**src/rtl/bloco_operacional_pkg.sv**
```systemverilog
// Shared definitions for the 6-instruction processor datapath and its controller.
// Holds the ALU operation and write-back source encodings plus the sizing
// constants that the datapath and the controller agree on.
package bloco_operacional_pkg;

  localparam int DATA_W   = 8;
  localparam int RF_DEPTH = 16;
  localparam int RF_AW    = 4;
  localparam int DM_DEPTH = 256;
  localparam int DM_AW    = 8;

  // ALU operation select {alu_s1, alu_s0}
  typedef enum logic [1:0] {
    ALU_PASS = 2'b00,
    ALU_ADD  = 2'b01,
    ALU_SUB  = 2'b10,
    ALU_ZERO = 2'b11
  } alu_op_t;

  // Register-file write-back source select {RF_s1, RF_s0}; 2'b11 writes zero
  typedef enum logic [1:0] {
    SEL_ALU   = 2'b00,
    SEL_MEM   = 2'b01,
    SEL_CONST = 2'b10
  } rf_sel_t;

endpackage

```
**src/rtl/bloco_operacional_banco_registradores.sv**
```systemverilog
// banco_registradores: RF_DEPTH x DATA_W register file.
// Ports:
//   clk, reset        clock; asynchronous active-high clear of every register
//   i_w_wr/i_w_addr/i_w_data   single write port, captured on the rising edge
//   i_rp_rd/i_rp_addr/o_rp_data read port P, combinational, 0 when disabled
//   i_rq_rd/i_rq_addr/o_rq_data read port Q, combinational, 0 when disabled
// There is no write-to-read bypass: a write lands at the edge, so a read of
// the same register in the write cycle still returns the old value.
module banco_registradores #(
  parameter int DATA_W   = 8,
  parameter int RF_DEPTH = 16,
  parameter int RF_AW    = 4
) (
  input  logic              clk,
  input  logic              reset,
  input  logic              i_w_wr,
  input  logic [RF_AW-1:0]  i_w_addr,
  input  logic [DATA_W-1:0] i_w_data,
  input  logic              i_rp_rd,
  input  logic [RF_AW-1:0]  i_rp_addr,
  input  logic              i_rq_rd,
  input  logic [RF_AW-1:0]  i_rq_addr,
  output logic [DATA_W-1:0] o_rp_data,
  output logic [DATA_W-1:0] o_rq_data
);

  logic [DATA_W-1:0] r_regs [RF_DEPTH];

  // Asynchronous clear: a write scheduled on the edge where reset is already
  // high is dropped because the reset branch wins.
  always_ff @(posedge clk or posedge reset) begin
    if (reset) begin
      for (int i = 0; i < RF_DEPTH; i++) begin
        r_regs[i] <= '0;
      end
    end else if (i_w_wr) begin
      r_regs[i_w_addr] <= i_w_data;
    end
  end

  always_comb begin
    o_rp_data = i_rp_rd ? r_regs[i_rp_addr] : '0;
    o_rq_data = i_rq_rd ? r_regs[i_rq_addr] : '0;
  end

endmodule

```
**src/rtl/bloco_operacional.sv**
```systemverilog
// bloco_operacional: datapath of the 6-instruction processor.
// Register file (sub-module), 8-bit ALU, 3-source write-back mux and a
// 256 x 8 data memory, all driven cycle by cycle by the controller.
// Ports:
//   clk, reset                 clock; async active-high reset (clears registers)
//   D_addr, D_rd, D_wr         data memory address / read enable / write enable
//                              (write data is the Rp read value)
//   RF_W_data                  immediate constant for MOVC
//   RF_s1, RF_s0               write-back source select
//   RF_W_addr, RF_W_wr         register write address / enable
//   RF_Rp_addr, RF_Rp_rd       read port P address / enable
//   RF_Rq_addr, RF_Rq_rd       read port Q address / enable
//   alu_s1, alu_s0             ALU operation select
//   RF_Rp_zero                 Rp enabled and Rp value is zero (JMPZ test)
//   Rp_data, Rq_data           read port values
// Everything between the read addresses and the register D-input is
// combinational; no output is registered.
module bloco_operacional #(
  parameter int DATA_W   = 8,
  parameter int RF_DEPTH = 16,
  parameter int DM_DEPTH = 256
) (
  input  logic              clk,
  input  logic              reset,
  input  logic [7:0]        D_addr,
  input  logic              D_rd,
  input  logic              D_wr,
  input  logic [DATA_W-1:0] RF_W_data,
  input  logic              RF_s0,
  input  logic              RF_s1,
  input  logic [3:0]        RF_W_addr,
  input  logic [3:0]        RF_Rp_addr,
  input  logic [3:0]        RF_Rq_addr,
  input  logic              RF_W_wr,
  input  logic              RF_Rp_rd,
  input  logic              RF_Rq_rd,
  input  logic              alu_s0,
  input  logic              alu_s1,
  output logic              RF_Rp_zero,
  output logic [DATA_W-1:0] Rp_data,
  output logic [DATA_W-1:0] Rq_data
);

  import bloco_operacional_pkg::*;

  logic [DATA_W-1:0] r_dmem [DM_DEPTH];

  logic [DATA_W-1:0] w_rp_data;
  logic [DATA_W-1:0] w_rq_data;
  logic [DATA_W-1:0] w_alu_res;
  logic [DATA_W-1:0] w_mem_rd;
  logic [DATA_W-1:0] w_wb_data;
  alu_op_t           w_alu_op;
  rf_sel_t           w_wb_sel;

  banco_registradores #(
    .DATA_W   (DATA_W),
    .RF_DEPTH (RF_DEPTH),
    .RF_AW    (4)
  ) u_banco (
    .clk       (clk),
    .reset     (reset),
    .i_w_wr    (RF_W_wr),
    .i_w_addr  (RF_W_addr),
    .i_w_data  (w_wb_data),
    .i_rp_rd   (RF_Rp_rd),
    .i_rp_addr (RF_Rp_addr),
    .i_rq_rd   (RF_Rq_rd),
    .i_rq_addr (RF_Rq_addr),
    .o_rp_data (w_rp_data),
    .o_rq_data (w_rq_data)
  );

  assign w_alu_op = alu_op_t'({alu_s1, alu_s0});
  assign w_wb_sel = rf_sel_t'({RF_s1, RF_s0});

  // ALU: modulo 2^DATA_W, carries and borrows are discarded.
  always_comb begin
    w_alu_res = '0;
    case (w_alu_op)
      ALU_PASS: w_alu_res = w_rp_data;
      ALU_ADD:  w_alu_res = w_rp_data + w_rq_data;
      ALU_SUB:  w_alu_res = w_rp_data - w_rq_data;
      default:  w_alu_res = '0;
    endcase
  end

  // Memory read path returns the pre-write contents when D_wr is also high.
  assign w_mem_rd = D_rd ? r_dmem[D_addr] : '0;

  // Write-back source; the unused 2'b11 code writes zero.
  always_comb begin
    w_wb_data = '0;
    case (w_wb_sel)
      SEL_ALU:   w_wb_data = w_alu_res;
      SEL_MEM:   w_wb_data = w_mem_rd;
      SEL_CONST: w_wb_data = RF_W_data;
      default:   w_wb_data = '0;
    endcase
  end

  // Memory is never cleared; only the write is gated off while reset is high.
  always_ff @(posedge clk) begin
    if (D_wr && !reset) begin
      r_dmem[D_addr] <= w_rp_data;
    end
  end

  assign RF_Rp_zero = RF_Rp_rd & (w_rp_data == '0);
  assign Rp_data    = w_rp_data;
  assign Rq_data    = w_rq_data;

endmodule

```
**config.mk**
```make
export PLATFORM = sky130hd
export DESIGN_NAME = bloco_operacional
export DESIGN_NICKNAME = d
export VERILOG_FILES = /design/src/rtl/bloco_operacional_pkg.sv /design/src/rtl/bloco_operacional_banco_registradores.sv /design/src/rtl/bloco_operacional.sv
export SDC_FILE = /design/constraint.sdc
export NUM_CORES = 2
export LEC_CHECK = 0
export CAP_MARGIN = 20
export CORE_AREA = 2 2 389 391
export CTS_CLUSTER_DIAMETER = 100
export CTS_CLUSTER_SIZE = 20
export DETAILED_ROUTE_END_ITERATION = 16
export DIE_AREA = 0 0 391 393
export PLACE_DENSITY = 0.75
export SKIP_LAST_GASP = 1
export SYNTH_ARGS = -nofsm -noshare
export SYNTH_HDL_FRONTEND = slang
export SYNTH_HIERARCHICAL = 1
export SYNTH_SLANG_ARGS = --single-unit
```
**constraint.sdc**
```tcl
create_clock -name clk -period 18.8 [get_ports clk]
set_clock_uncertainty 0.1 [all_clocks]
set_input_delay 3.76 -clock clk [delete_from_list [all_inputs] [get_ports clk]]
set_output_delay 3.76 -clock clk [all_outputs]
set_load 0.005 [all_outputs]
```
==> summary.md <==
| Metric | Value |
|---|---|
| Status | completed |
| Via count | 45900 |
| RSZ-0062 raised after global routing | false |
| Non-Filler Instances | 6413 |
| Max-cap violation count | 0 |
| Layout cells sized above 1 | 20.6% |
| DRC | 0 |
| Initial antenna violation count | 10 |
| Register area share after synthesis | 73.9% |
| Mapped cell area | 87500 µm² |
| Flop2flop setup slack | 13.58 ns |
| Worst Hold Launch | u_banco/r_regs[127]$_DFFE_PP0P_ |
| WS Path Type | input pin to primary output |
| Nets@finish | 4486 |
| Mapped Cells | 4422 |
| Synthesis Warnings | 6 |
| Final setup TNS | 0 ns |
| Post-synth ARST share | 5.88% |
| Post-CTS Setup Inserts | 0 |
| Drt via density | 7.16 |
| Fmax | 0.0871 GHz |
| Vias in the first global route | 44200 |
| Hold-fix buffers, CTS | 0 |
| I/O Pins | 56 |
| H-tree level count | 3 |
| Hold WC Path Type | flop to flop |
| Number of flops mapped to enable cells by yosys | 2048 |
| Clock power frac | 29.2% |
| Combinational share of power | 9.4% |
| Internal | 6.91 mW |
| DP Wirelength | 139 mm |
| Area Overhead vs Synth | 6.60% |
| Inst Count DP | 6251 |
| GPL Wtd Cong | 0.893 |
| CP Max Fanout | 73 |
| Static Leak | 30.1 nW |
| First-pass GRT wire length | 325 mm |
| Top cells by count, synth | edfxtp_1, mux4_2, nor2_1 |
| PostCTS Resize Cnt | 0 |
| Initial Util | 58.7% |
| CTS tree | done |
| WL/cell | 35.8 µm |
| Critical Path End Type | primary output |
| Count leader, synth | edfxtp_1 |
| GRT Resource Usage Total | 30.0% |
| Cell accounting for the most synthesized area | edfxtp_1 |
| Final Slew Violations | 0 |
| Fin crit share | 61.1% |
| Die X | 391 µm |
| #FFs+latches synth | 2176 |
| Distinct cells, synth | 82 |
| Final WL | 229 mm |
| Max-slew headroom | 10.6% |
| Total congestion overflow | 0 |
| Synth top area share | 70.3% |
| Synth top area cells | edfxtp_1, mux4_2, dfrtp_1 |
| Final Setup Violations | 0 |
| Cts bufs inserted | 119 |
| Max Root-Sink Buffers | 3 |
| Critical Path RT | 14.94 ns |
| Core ar. | 149000 µm² |
| Syn avg cell area | 19.8 µm² |
| Final hold violations | 0 |
| Final antenna-violating net count | 0 |
| First-pass DRT Iterations | 6 |
| Clk slew on worst S/H paths | 0.09 ns |
| Std cell rows | 142 |
| Mapped Nets | 4473 |
| Die outline area | 154000 µm² |
| Port Buffers | 55 |
| Critical Path Start | RF_Rp_addr[1] |
| Fillers | 9963 |
| Clk sinks | 2176 |
| Worst hold margin | 0.435 ns |
| Root Driver | clkbuf_16 |
| Psw | 2.09 mW |
| Max IR drop VDD | 0.0850 mV |
| Post-route minimum period | 11.48 ns |
| CP Launch Type | input pin |
| Sw Ratio | 23.2% |
| PD cells | 96.4 nW/µm² |
| Sequential share of power | 61.4% |
| DRT iter0 DRCs | 7305 |
| Critical R2R Launch | u_banco/r_regs[97]$_DFFE_PP0P_ |
| Clk_lat worst skew | 0.81 ns |
| Die Height | 393 µm |
| Main synth FF type | edfxtp_1 |
| Critical Path AT | 7.62 ns |
| Largest net degree at the start of global routing | 189 |
| Worst-margin pin slew | 1.33 ns |
## power by group through the flow
stage	Combinational (mW)	Clock, mW	Sequential, mW
6_report	0.843	2.63	5.52
5_1_grt	0.883	2.79	5.53
4_1_cts	0.827	2.64	5.52
3_5_place_dp	0.825	0	5.63
3_3_place_gp	0.802	0	5.63
2_1_floorplan	0.517	0	5.67
## layout make-up
class | count | area [µm²] | share of cell area, %
timing repair buffer | 163 | 1470 | 1.57
multi-input combinational | 1950 | 21400 | 23.0
sequential | 2176 | 64700 | 69.3
antenna | 6 | 15.0 | 0.0161
clock buffer | 139 | 3050 | 3.27
tap | 1944 | 2430 | 2.61
inverter | 25 | 98.8 | 0.106
clock inverter | 10 | 120 | 0.129
## registers in the layout, summed over array words and instances, names as in the netlist
signal	cells
r_dmem	2048
u_banco/r_regs	128
## worst paths after layout
check | to | cells past startpoint
worst max register to register | u_banco/r_regs[121]$_DFFE_PP0P_ | 15
min in group asynchronous | u_banco/r_regs[33]$_DFFE_PP0P_ | 2
max in group asynchronous | u_banco/r_regs[19]$_DFFE_PP0P_ | 3
worst min register to register | u_banco/r_regs[127]$_DFFE_PP0P_ | 1
worst min-delay path | u_banco/r_regs[127]$_DFFE_PP0P_ | 1
worst max-delay path | RF_Rp_zero | 10
## through the flow
step / util [%] / worst slack [ns] / instance area, µm² / total power, mW
detailed placement: 60.3 / 7.37 / 90000 / 6.46
global placement: 60.3 / 7.42 / 90000 / 6.43
global route: 62.5 / 7.04 / 93300 / 9.20
CTS: 62.5 / 7.34 / 93200 / 8.98
finish: 62.5 / 7.32 / 93300 / 8.99
floorplan: - / 2.53 / 87500 / 6.19
## layer usage
layer  wire length [µm]  track usage, %  part of all wire (%)
met1              84300            42.8                    37
met5                  7               0                0.0031
met2             104000            44.7                    45
met3              29800            7.46                    13
met4              11200            13.1                   4.9
## logic make-up after synthesis
family | after synthesis | share of synthesized area (%)
AO/OA/AOI/OAI | 367 | 3.03
XOR/XNOR | 12 | 0.120
adder cells (fa/ha/maj) | 12 | 0.180
buffers and inverters | 296 | 1.81
flip-flops | 2176 | 73.9
multiplexers | 884 | 17.4
AND/OR/NAND/NOR | 675 | 3.57
## placed cells by master, fill, tap and decap left out, types with 17 or more instances in the layout
cell             instances
o21ai_0                 17
clkdlybuf4s50_1         46
nand2b_1                23
clkbuf_16              119
mux2_2                 134
edfxtp_1              2048
dfrtp_1                128
inv_1                   20
nor2_1                 313
o22ai_1                 47
nor2b_1                 24
mux4_2                 489
nor3_1                  33
a22o_1                  20
clkbuf_1                20
a31oi_1                 17
nand3_1                 52
nand4_1                 26
mux2i_1                255
a221oi_1                19
a21oi_1                 48
a22oi_1                105
buf_4                   96
nand2_1                109
## worst max-delay path: stages
cell,delay (ns)
clkdlybuf4s50_1,0.45
buf_4,0.31
nor2b_1,0.35
a22oi_1,0.14
a22o_1,0.26
a221o_4,0.76
nor4_1,0.39
nand3b_1,0.11
nor4_1,0.45
clkdlybuf4s50_1,0.61
No activity file was read; power rests on OpenSTA's default activity.
